--- src/rtl/ekf_stage_sequencer_pkg.sv ---
// Shared encodings for the EKF stage sequencer: command types, one-hot
// stage request codes and the sequencer FSM states.
package ekf_stage_sequencer_pkg;

  typedef enum logic [1:0] {
    CMD_PREDICT = 2'd0,
    CMD_NEWLM   = 2'd1,
    CMD_UPDATE  = 2'd2,
    CMD_ILLEGAL = 2'd3
  } cmd_type_e;

  localparam logic [2:0] STAGE_NONE    = 3'b000;
  localparam logic [2:0] STAGE_PREDICT = 3'b001;
  localparam logic [2:0] STAGE_NEWLM   = 3'b010;
  localparam logic [2:0] STAGE_UPDATE  = 3'b100;

  typedef enum logic [1:0] {
    ST_IDLE  = 2'd0,
    ST_ISSUE = 2'd1,
    ST_ACK   = 2'd2,
    ST_RUN   = 2'd3
  } state_e;

  // Maps a command type onto the one-hot stage it requests.
  function automatic logic [2:0] stageOf(input cmd_type_e t);
    case (t)
      CMD_PREDICT: stageOf = STAGE_PREDICT;
      CMD_NEWLM:   stageOf = STAGE_NEWLM;
      CMD_UPDATE:  stageOf = STAGE_UPDATE;
      default:     stageOf = STAGE_NONE;
    endcase
  endfunction

endpackage

--- src/rtl/ekf_stage_sequencer_cmd_fifo.sv ---
// Synchronous command FIFO with registered full/empty flags. The head entry
// is presented combinationally so the sequencer can inspect it before popping.
module ekf_stage_sequencer_cmd_fifo
  import ekf_stage_sequencer_pkg::*;
#(
  parameter int W     = 8,
  parameter int DEPTH = 4
) (
  input  logic         clk,
  input  logic         sys_rst,
  input  logic         push_i,
  input  logic         pop_i,
  input  logic [W-1:0] wdata_i,
  output logic [W-1:0] rdata_o,
  output logic         full_o,
  output logic         empty_o
);

  localparam int AW = $clog2(DEPTH);

  logic [W-1:0]  mem_q [DEPTH];
  logic [AW-1:0] wrPtr_q;
  logic [AW-1:0] rdPtr_q;
  logic [AW:0]   count_q;
  logic [AW:0]   count_d;
  logic          full_q;
  logic          empty_q;
  logic          doPush;
  logic          doPop;

  assign doPush  = push_i && !full_q;
  assign doPop   = pop_i && !empty_q;
  assign rdata_o = mem_q[rdPtr_q];
  assign full_o  = full_q;
  assign empty_o = empty_q;

  // Occupancy after this cycle's push/pop, used to register the flags.
  always_comb begin
    count_d = count_q;
    if (doPush && !doPop) begin
      count_d = count_q + (AW+1)'(1);
    end else if (!doPush && doPop) begin
      count_d = count_q - (AW+1)'(1);
    end
  end

  // Pointers, occupancy and flags; reset empties the FIFO.
  always_ff @(posedge clk) begin
    if (!sys_rst) begin
      wrPtr_q <= '0;
      rdPtr_q <= '0;
      count_q <= '0;
      full_q  <= 1'b0;
      empty_q <= 1'b1;
    end else begin
      if (doPush) wrPtr_q <= wrPtr_q + AW'(1);
      if (doPop)  rdPtr_q <= rdPtr_q + AW'(1);
      count_q <= count_d;
      full_q  <= (count_d == (AW+1)'(DEPTH));
      empty_q <= (count_d == '0);
    end
  end

  // Storage array; contents are don't-care while empty so no reset needed.
  always_ff @(posedge clk) begin
    if (doPush) mem_q[wrPtr_q] <= wdata_i;
  end

endmodule

--- src/rtl/ekf_stage_sequencer.sv ---
// EKF stage sequencer: queues predict/newlm/update commands and issues them
// one at a time to the RSA top with a valid/ready start and a ready-based
// done handshake, tracking the landmark count and sticky error flags.
module ekf_stage_sequencer
  import ekf_stage_sequencer_pkg::*;
#(
  parameter int RSA_DW     = 32,
  parameter int ROW_LEN    = 10,
  parameter int FIFO_DEPTH = 4,
  parameter int TO_DW      = 16
) (
  input  logic               clk,
  input  logic               sys_rst,
  input  logic               cmd_valid,
  output logic               cmd_ready,
  input  logic [1:0]         cmd_type,
  input  logic [ROW_LEN-1:0] cmd_lk,
  input  logic [RSA_DW-1:0]  cmd_d0,
  input  logic [RSA_DW-1:0]  cmd_d1,
  output logic [2:0]         stage_val,
  input  logic [2:0]         stage_rdy,
  output logic [ROW_LEN-1:0] l_k,
  output logic [RSA_DW-1:0]  vlr,
  output logic [RSA_DW-1:0]  alpha,
  output logic [RSA_DW-1:0]  rk,
  output logic [RSA_DW-1:0]  phi,
  output logic [ROW_LEN-1:0] landmark_num,
  output logic               err_cmd,
  output logic               err_timeout,
  output logic               busy
);

  localparam int CW = 2 + ROW_LEN + 2*RSA_DW;
  localparam logic [ROW_LEN-1:0] LM_MAX = '1;
  localparam logic [TO_DW-1:0]   TO_MAX = '1;

  logic [CW-1:0]      fifoWdata;
  logic [CW-1:0]      fifoRdata;
  logic               fifoFull;
  logic               fifoEmpty;
  logic               popReq;
  logic               pushReq;

  cmd_type_e          headType;
  logic [ROW_LEN-1:0] headLk;
  logic [RSA_DW-1:0]  headD0;
  logic [RSA_DW-1:0]  headD1;

  state_e             state_q, state_d;
  logic [2:0]         stage_q, stage_d;
  logic [ROW_LEN-1:0] lk_q, lk_d;
  logic [RSA_DW-1:0]  vlr_q, vlr_d;
  logic [RSA_DW-1:0]  alpha_q, alpha_d;
  logic [RSA_DW-1:0]  rk_q, rk_d;
  logic [RSA_DW-1:0]  phi_q, phi_d;
  logic [ROW_LEN-1:0] lmNum_q, lmNum_d;
  logic               errCmd_q, errCmd_d;
  logic               errTo_q, errTo_d;
  logic [TO_DW-1:0]   toCnt_q, toCnt_d;
  logic               stageRdyHit;

  assign cmd_ready = sys_rst && !fifoFull;
  assign pushReq   = cmd_valid && cmd_ready;
  assign fifoWdata = {cmd_type, cmd_lk, cmd_d0, cmd_d1};

  assign headType = cmd_type_e'(fifoRdata[CW-1 -: 2]);
  assign headLk   = fifoRdata[2*RSA_DW +: ROW_LEN];
  assign headD0   = fifoRdata[RSA_DW +: RSA_DW];
  assign headD1   = fifoRdata[0 +: RSA_DW];

  assign stageRdyHit = (stage_q & stage_rdy) != 3'b000;

  ekf_stage_sequencer_cmd_fifo #(
    .W     (CW),
    .DEPTH (FIFO_DEPTH)
  ) cmd_fifo (
    .clk     (clk),
    .sys_rst (sys_rst),
    .push_i  (pushReq),
    .pop_i   (popReq),
    .wdata_i (fifoWdata),
    .rdata_o (fifoRdata),
    .full_o  (fifoFull),
    .empty_o (fifoEmpty)
  );

  // Next-state logic: pop/validate in IDLE, handshake through ISSUE/ACK/RUN.
  always_comb begin
    state_d   = state_q;
    stage_d   = stage_q;
    lk_d      = lk_q;
    vlr_d     = vlr_q;
    alpha_d   = alpha_q;
    rk_d      = rk_q;
    phi_d     = phi_q;
    lmNum_d   = lmNum_q;
    errCmd_d  = errCmd_q;
    errTo_d   = errTo_q;
    toCnt_d   = '0;
    popReq    = 1'b0;
    stage_val = STAGE_NONE;

    case (state_q)
      ST_IDLE: begin
        if (!fifoEmpty) begin
          popReq = 1'b1;
          if ((headType == CMD_ILLEGAL) ||
              (headType == CMD_UPDATE && headLk >= lmNum_q) ||
              (headType == CMD_NEWLM && lmNum_q == LM_MAX)) begin
            errCmd_d = 1'b1;
          end else begin
            lk_d    = headLk;
            stage_d = stageOf(headType);
            state_d = ST_ISSUE;
            if (headType == CMD_PREDICT) begin
              vlr_d   = headD0;
              alpha_d = headD1;
            end else begin
              rk_d  = headD0;
              phi_d = headD1;
            end
          end
        end
      end

      ST_ISSUE: begin
        stage_val = stage_q;
        if (stageRdyHit) state_d = ST_ACK;
      end

      ST_ACK: begin
        toCnt_d = (toCnt_q == TO_MAX) ? toCnt_q : toCnt_q + TO_DW'(1);
        if (!stageRdyHit) begin
          state_d = ST_RUN;
        end else if (toCnt_d == TO_MAX) begin
          errTo_d = 1'b1;
          state_d = ST_IDLE;
        end
      end

      ST_RUN: begin
        toCnt_d = (toCnt_q == TO_MAX) ? toCnt_q : toCnt_q + TO_DW'(1);
        if (stageRdyHit) begin
          state_d = ST_IDLE;
          if (stage_q == STAGE_NEWLM && lmNum_q != LM_MAX) begin
            lmNum_d = lmNum_q + ROW_LEN'(1);
          end
        end else if (toCnt_d == TO_MAX) begin
          errTo_d = 1'b1;
          state_d = ST_IDLE;
        end
      end

      default: state_d = ST_IDLE;
    endcase
  end

  // State and operand registers; reset abandons any in-flight stage.
  always_ff @(posedge clk) begin
    if (!sys_rst) begin
      state_q  <= ST_IDLE;
      stage_q  <= STAGE_NONE;
      lk_q     <= '0;
      vlr_q    <= '0;
      alpha_q  <= '0;
      rk_q     <= '0;
      phi_q    <= '0;
      lmNum_q  <= '0;
      errCmd_q <= 1'b0;
      errTo_q  <= 1'b0;
      toCnt_q  <= '0;
    end else begin
      state_q  <= state_d;
      stage_q  <= stage_d;
      lk_q     <= lk_d;
      vlr_q    <= vlr_d;
      alpha_q  <= alpha_d;
      rk_q     <= rk_d;
      phi_q    <= phi_d;
      lmNum_q  <= lmNum_d;
      errCmd_q <= errCmd_d;
      errTo_q  <= errTo_d;
      toCnt_q  <= toCnt_d;
    end
  end

  assign l_k          = lk_q;
  assign vlr          = vlr_q;
  assign alpha        = alpha_q;
  assign rk           = rk_q;
  assign phi          = phi_q;
  assign landmark_num = lmNum_q;
  assign err_cmd      = errCmd_q;
  assign err_timeout  = errTo_q;
  assign busy         = (state_q != ST_IDLE) || !fifoEmpty;

endmodule

--- config.mk ---
export PLATFORM = sky130hd
export DESIGN_NAME = ekf_stage_sequencer
export DESIGN_NICKNAME = d
export VERILOG_FILES = /design/src/rtl/ekf_stage_sequencer_pkg.sv /design/src/rtl/ekf_stage_sequencer_cmd_fifo.sv /design/src/rtl/ekf_stage_sequencer.sv
export SDC_FILE = /design/constraint.sdc
export NUM_CORES = 1
export LEC_CHECK = 0
export BUFFER_PORTS_ARGS = -buffer_cell sky130_fd_sc_hd__buf_2
export CORE_MARGIN = 5
export CORE_UTILIZATION = 35
export CTS_CLUSTER_DIAMETER = 40
export DETAILED_ROUTE_END_ITERATION = 10
export GPL_ROUTABILITY_DRIVEN = 0
export PLACE_DENSITY = 0.57
export SETUP_SLACK_MARGIN = 0.05
export SKIP_CTS_REPAIR_TIMING = 1
export SLEW_MARGIN = 20
export SYNTH_ARGS = -nofsm -noshare
export SYNTH_HDL_FRONTEND = slang
export SYNTH_SLANG_ARGS = --single-unit
--- constraint.sdc ---
create_clock -name clk -period 5.2 [get_ports clk]
set_input_delay 0.78 -clock clk [delete_from_list [all_inputs] [get_ports clk]]
set_output_delay 0.78 -clock clk [all_outputs]
set_load 0.05 [all_outputs]
==> flow_metrics.py <==
metrics = {
    "status": {
        "status": "finished, final reports clean",
    },
    "synth": {
        "yosysSeqAreaShare_pct": 68.2,
        "syn_area_um2": 18700,
        "netlist_instances": 1234,
        "async_reset_ff_share_pct": 0,
        "synth_flop_cell": "edfxtp_1",
        "synth_area_per_cell_um2": 15.2,
        "ys_top_cells_by_area": "edfxtp_1 49%, dfxtp_1 19%, mux4_2 9.1%, mux2i_1 4.1%, nand2_1 3.1%",
        "synth-seq-cells": 486,
        "synth_area_leader_cell": "edfxtp_1",
        "synthDistinctLibCells": 56,
        "synth_top_area_share_pct": 48.7,
        "synth_edf_count": 304,
        "syn_nets": 1334,
        "ys_warn_count": 0,
    },
    "global_routing": {
        "grt_max_degree": 103,
        "grt_pass1_vias": 11200,
        "antenna_found_initial": 5,
        "track_usage_pct": 14.5,
        "grt_pass1_wl_um": 65000,
        "grt.overflow.total": 0,
    },
    "timing": {
        "setup_violations": 0,
        "final.setup.tns_ns": 0,
        "hold_violations": 0,
        "fin_skew_ns": 0.0183,
        "max_freq_mhz": 267,
        "relSlewSlack_pct": 33.3,
        "worst_pin_slew_ns": 1.00,
        "finalCritPeriodShare_pct": 71.9,
        "rsz0062_at_grt": "no",
        "drv_slew": 0,
        "holdWs_ns": 0.396,
        "min_period_ns": 3.74,
    },
    "finish": {
        "final_util_pct": 44.0,
        "area_growth_pct": 23.8,
        "final_common_cell": "edfxtp_1",
        "multi_input_area_um2": 5550,
        "seq_area_um2": 12800,
        "num-fill-cells": 4746,
        "drive_gt1_share_pct": 29.9,
        "final_nets": 1589,
        "final_cell_mix": "304 x edfxtp_1, 235 x buf_2, 180 x dfxtp_1, 155 x nand2_1",
    },
    "power_and_ir_drop": {
        "swShare_pct": 32.3,
        "p_comb_share_pct": 23.8,
        "leakage_nw": 8.29,
        "ir_drop_mv": 0.305,
        "seq_power_share_pct": 37.1,
        "power_mw": 12.9,
        "internal-power_mw": 8.73,
        "p_per_area_nw_per_um2": 557,
        "power_switching_mw": 4.18,
        "clock_power_share_pct": 39.1,
    },
    "job": {
        "cap_violations": 0,
    },
    "worst_setup_path": {
        "timing.rr.end": "phi[22]",
        "endpoint_kind": "flip-flop",
        "reg2regPathDepth": 9,
        "crit_fanout": 41,
        "start_kind": "flip-flop",
        "crit_path_end": "phi[22]",
        "path_class": "flip-flop to flip-flop",
        "crit_arrival_ns": 4.22,
        "critPathRequiredTime_ns": 5.68,
        "r2r_slack_ns": 1.46,
    },
    "hold_path": {
        "min_path_type": "input port to flip-flop",
        "min_from": "cmd_d1[7]",
    },
    "cts": {
        "cts_tree": "done",
        "clockBufferDepth": 3,
        "cts_made_buffers": 76,
        "cts.sinks": 486,
        "cts.clk_slew.worst_paths_ns": 0.06,
        "clk_latency_ns": 0.60,
        "cts_root_buf": "clkbuf_16",
        "htree_levels": 3,
    },
    "routing": {
        "vias": 10900,
        "drt_wl_total_um": 43000,
        "drtIter0Drc": 538,
        "wl_per_cell_um": 19.2,
        "via_per_inst": 4.84,
        "drcViolationCount": 0,
        "drt-pass1-iter-count": 5,
        "ant_nets": 0,
    },
    "floorplan": {
        "io_pins": 237,
        "die_h_um": 241,
        "core_area_um2": 52800,
        "initial_core_util_pct": 35.5,
        "dieArea_um2": 58300,
        "rows": 84,
        "die_x_um": 241,
    },
    "placed_design": {
        "hpwl_um": 26800,
        "port_buffers": 236,
    },
}
[cell usage after synthesis, drive strengths merged (5+ instances only)]
cell type	instances
inv	17
xor2	6
nor4	8
clkbuf	43
nor3	10
buf	28
mux2i	77
dfxtp	182
a21boi	66
nand4	11
a21oi	15
nor2	18
edfxtp	304
and2	22
nor2b	81
xnor2	18
nand2	155
mux4	76
ha	18
nand3	11
o21ai	15
and3	5
[cells by family (layout without fill, tap and decap cells)]
group	Yosys count	in the layout	share of synthesized area, %
and+or+nand+nor	344	344	9.36
adders and majority gates	18	18	1.20
other	0	3	0
DFF	486	486	68.2
xor gates and xnor gates	24	24	1.12
AOI/OAI and AO/OA	121	121	4.56
muxes	153	153	13.2
buffers and inverters	88	405	2.33
[flip-flops by register name, indices dropped and copies added (netlist names), 3 cells and up, named ones only]
signal	count
landmark_num	10
phi	32
toCnt_q	16
alpha	32
l_k	10
rk	32
vlr	32
stage_q	3
cmd_fifo.mem_q	304
cmd_fifo.count_q	3
[through the flow]
step,std cells,area (um^2),setup WS (ns)
2_1_floorplan,1234,18700,1.69
3_3_place_gp,2099,20600,1.43
3_5_place_dp,2099,20600,1.37
4_1_cts,2239,23200,1.37
5_1_grt,2240,23200,1.21
6_report,2242,23200,1.46
[critical path: stages (launching register included)]
cell     delay (ns)
dfxtp_4        0.80
mux4_2         0.44
ha_1           0.32
a211o_1        0.26
a21oi_1        0.16
o211a_1        0.24
o211a_4        0.68
buf_12         0.36
mux2i_1        0.25
nor2b_1        0.07
[how the worst min path moves through the flow]
stage | cells after the start | end | slack [ns]
after floorplan | 2 | stage_q[1] | 0.45
after global placement | 2 | vlr[20] | 0.44
after detailed placement | 2 | err_timeout | 0.44
after CTS | 1 | cmd_fifo.mem_q[2][7] | 0.34
after global routing | 1 | cmd_fifo.mem_q[0][7] | 0.36
final | 1 | cmd_fifo.mem_q[3][7] | 0.40
[power by group through the flow]
| stage | combinational [mW] | clock, mW | sequential (mW) |
|---|---|---|---|
| 6_report | 3.07 | 5.05 | 4.79 |
| 3_3_place_gp | 3.10 | 0 | 4.86 |
| 3_5_place_dp | 3.14 | 0 | 4.87 |
| 2_1_floorplan | 1.57 | 0 | 5.64 |
| 5_1_grt | 3.30 | 5.35 | 4.85 |
| 4_1_cts | 3.14 | 5.18 | 4.80 |
[per-layer routing]
layer / vias to the layer above / share of wire [%] / global-route usage (%)
met5: - / 0.030 / 0
met4: 2 / 2.4 / 5.09
met3: 73 / 4.8 / 3.49
met2: 230 / 50 / 24.9
met1: 5434 / 43 / 18.0
li1: 5119 / - / -
[cell type report]
type	instances	share of cell area, %
Sequential cell	486	55.1
Multi-Input combinational cell	660	23.9
Clock buffer	95	9.09
Timing Repair Buffer	248	5.76
Tap cell	688	3.71
Clock inverter	45	2.11
Inverter	17	0.275
Antenna cell	3	0.0324
(Power assumes the default switching activity.)
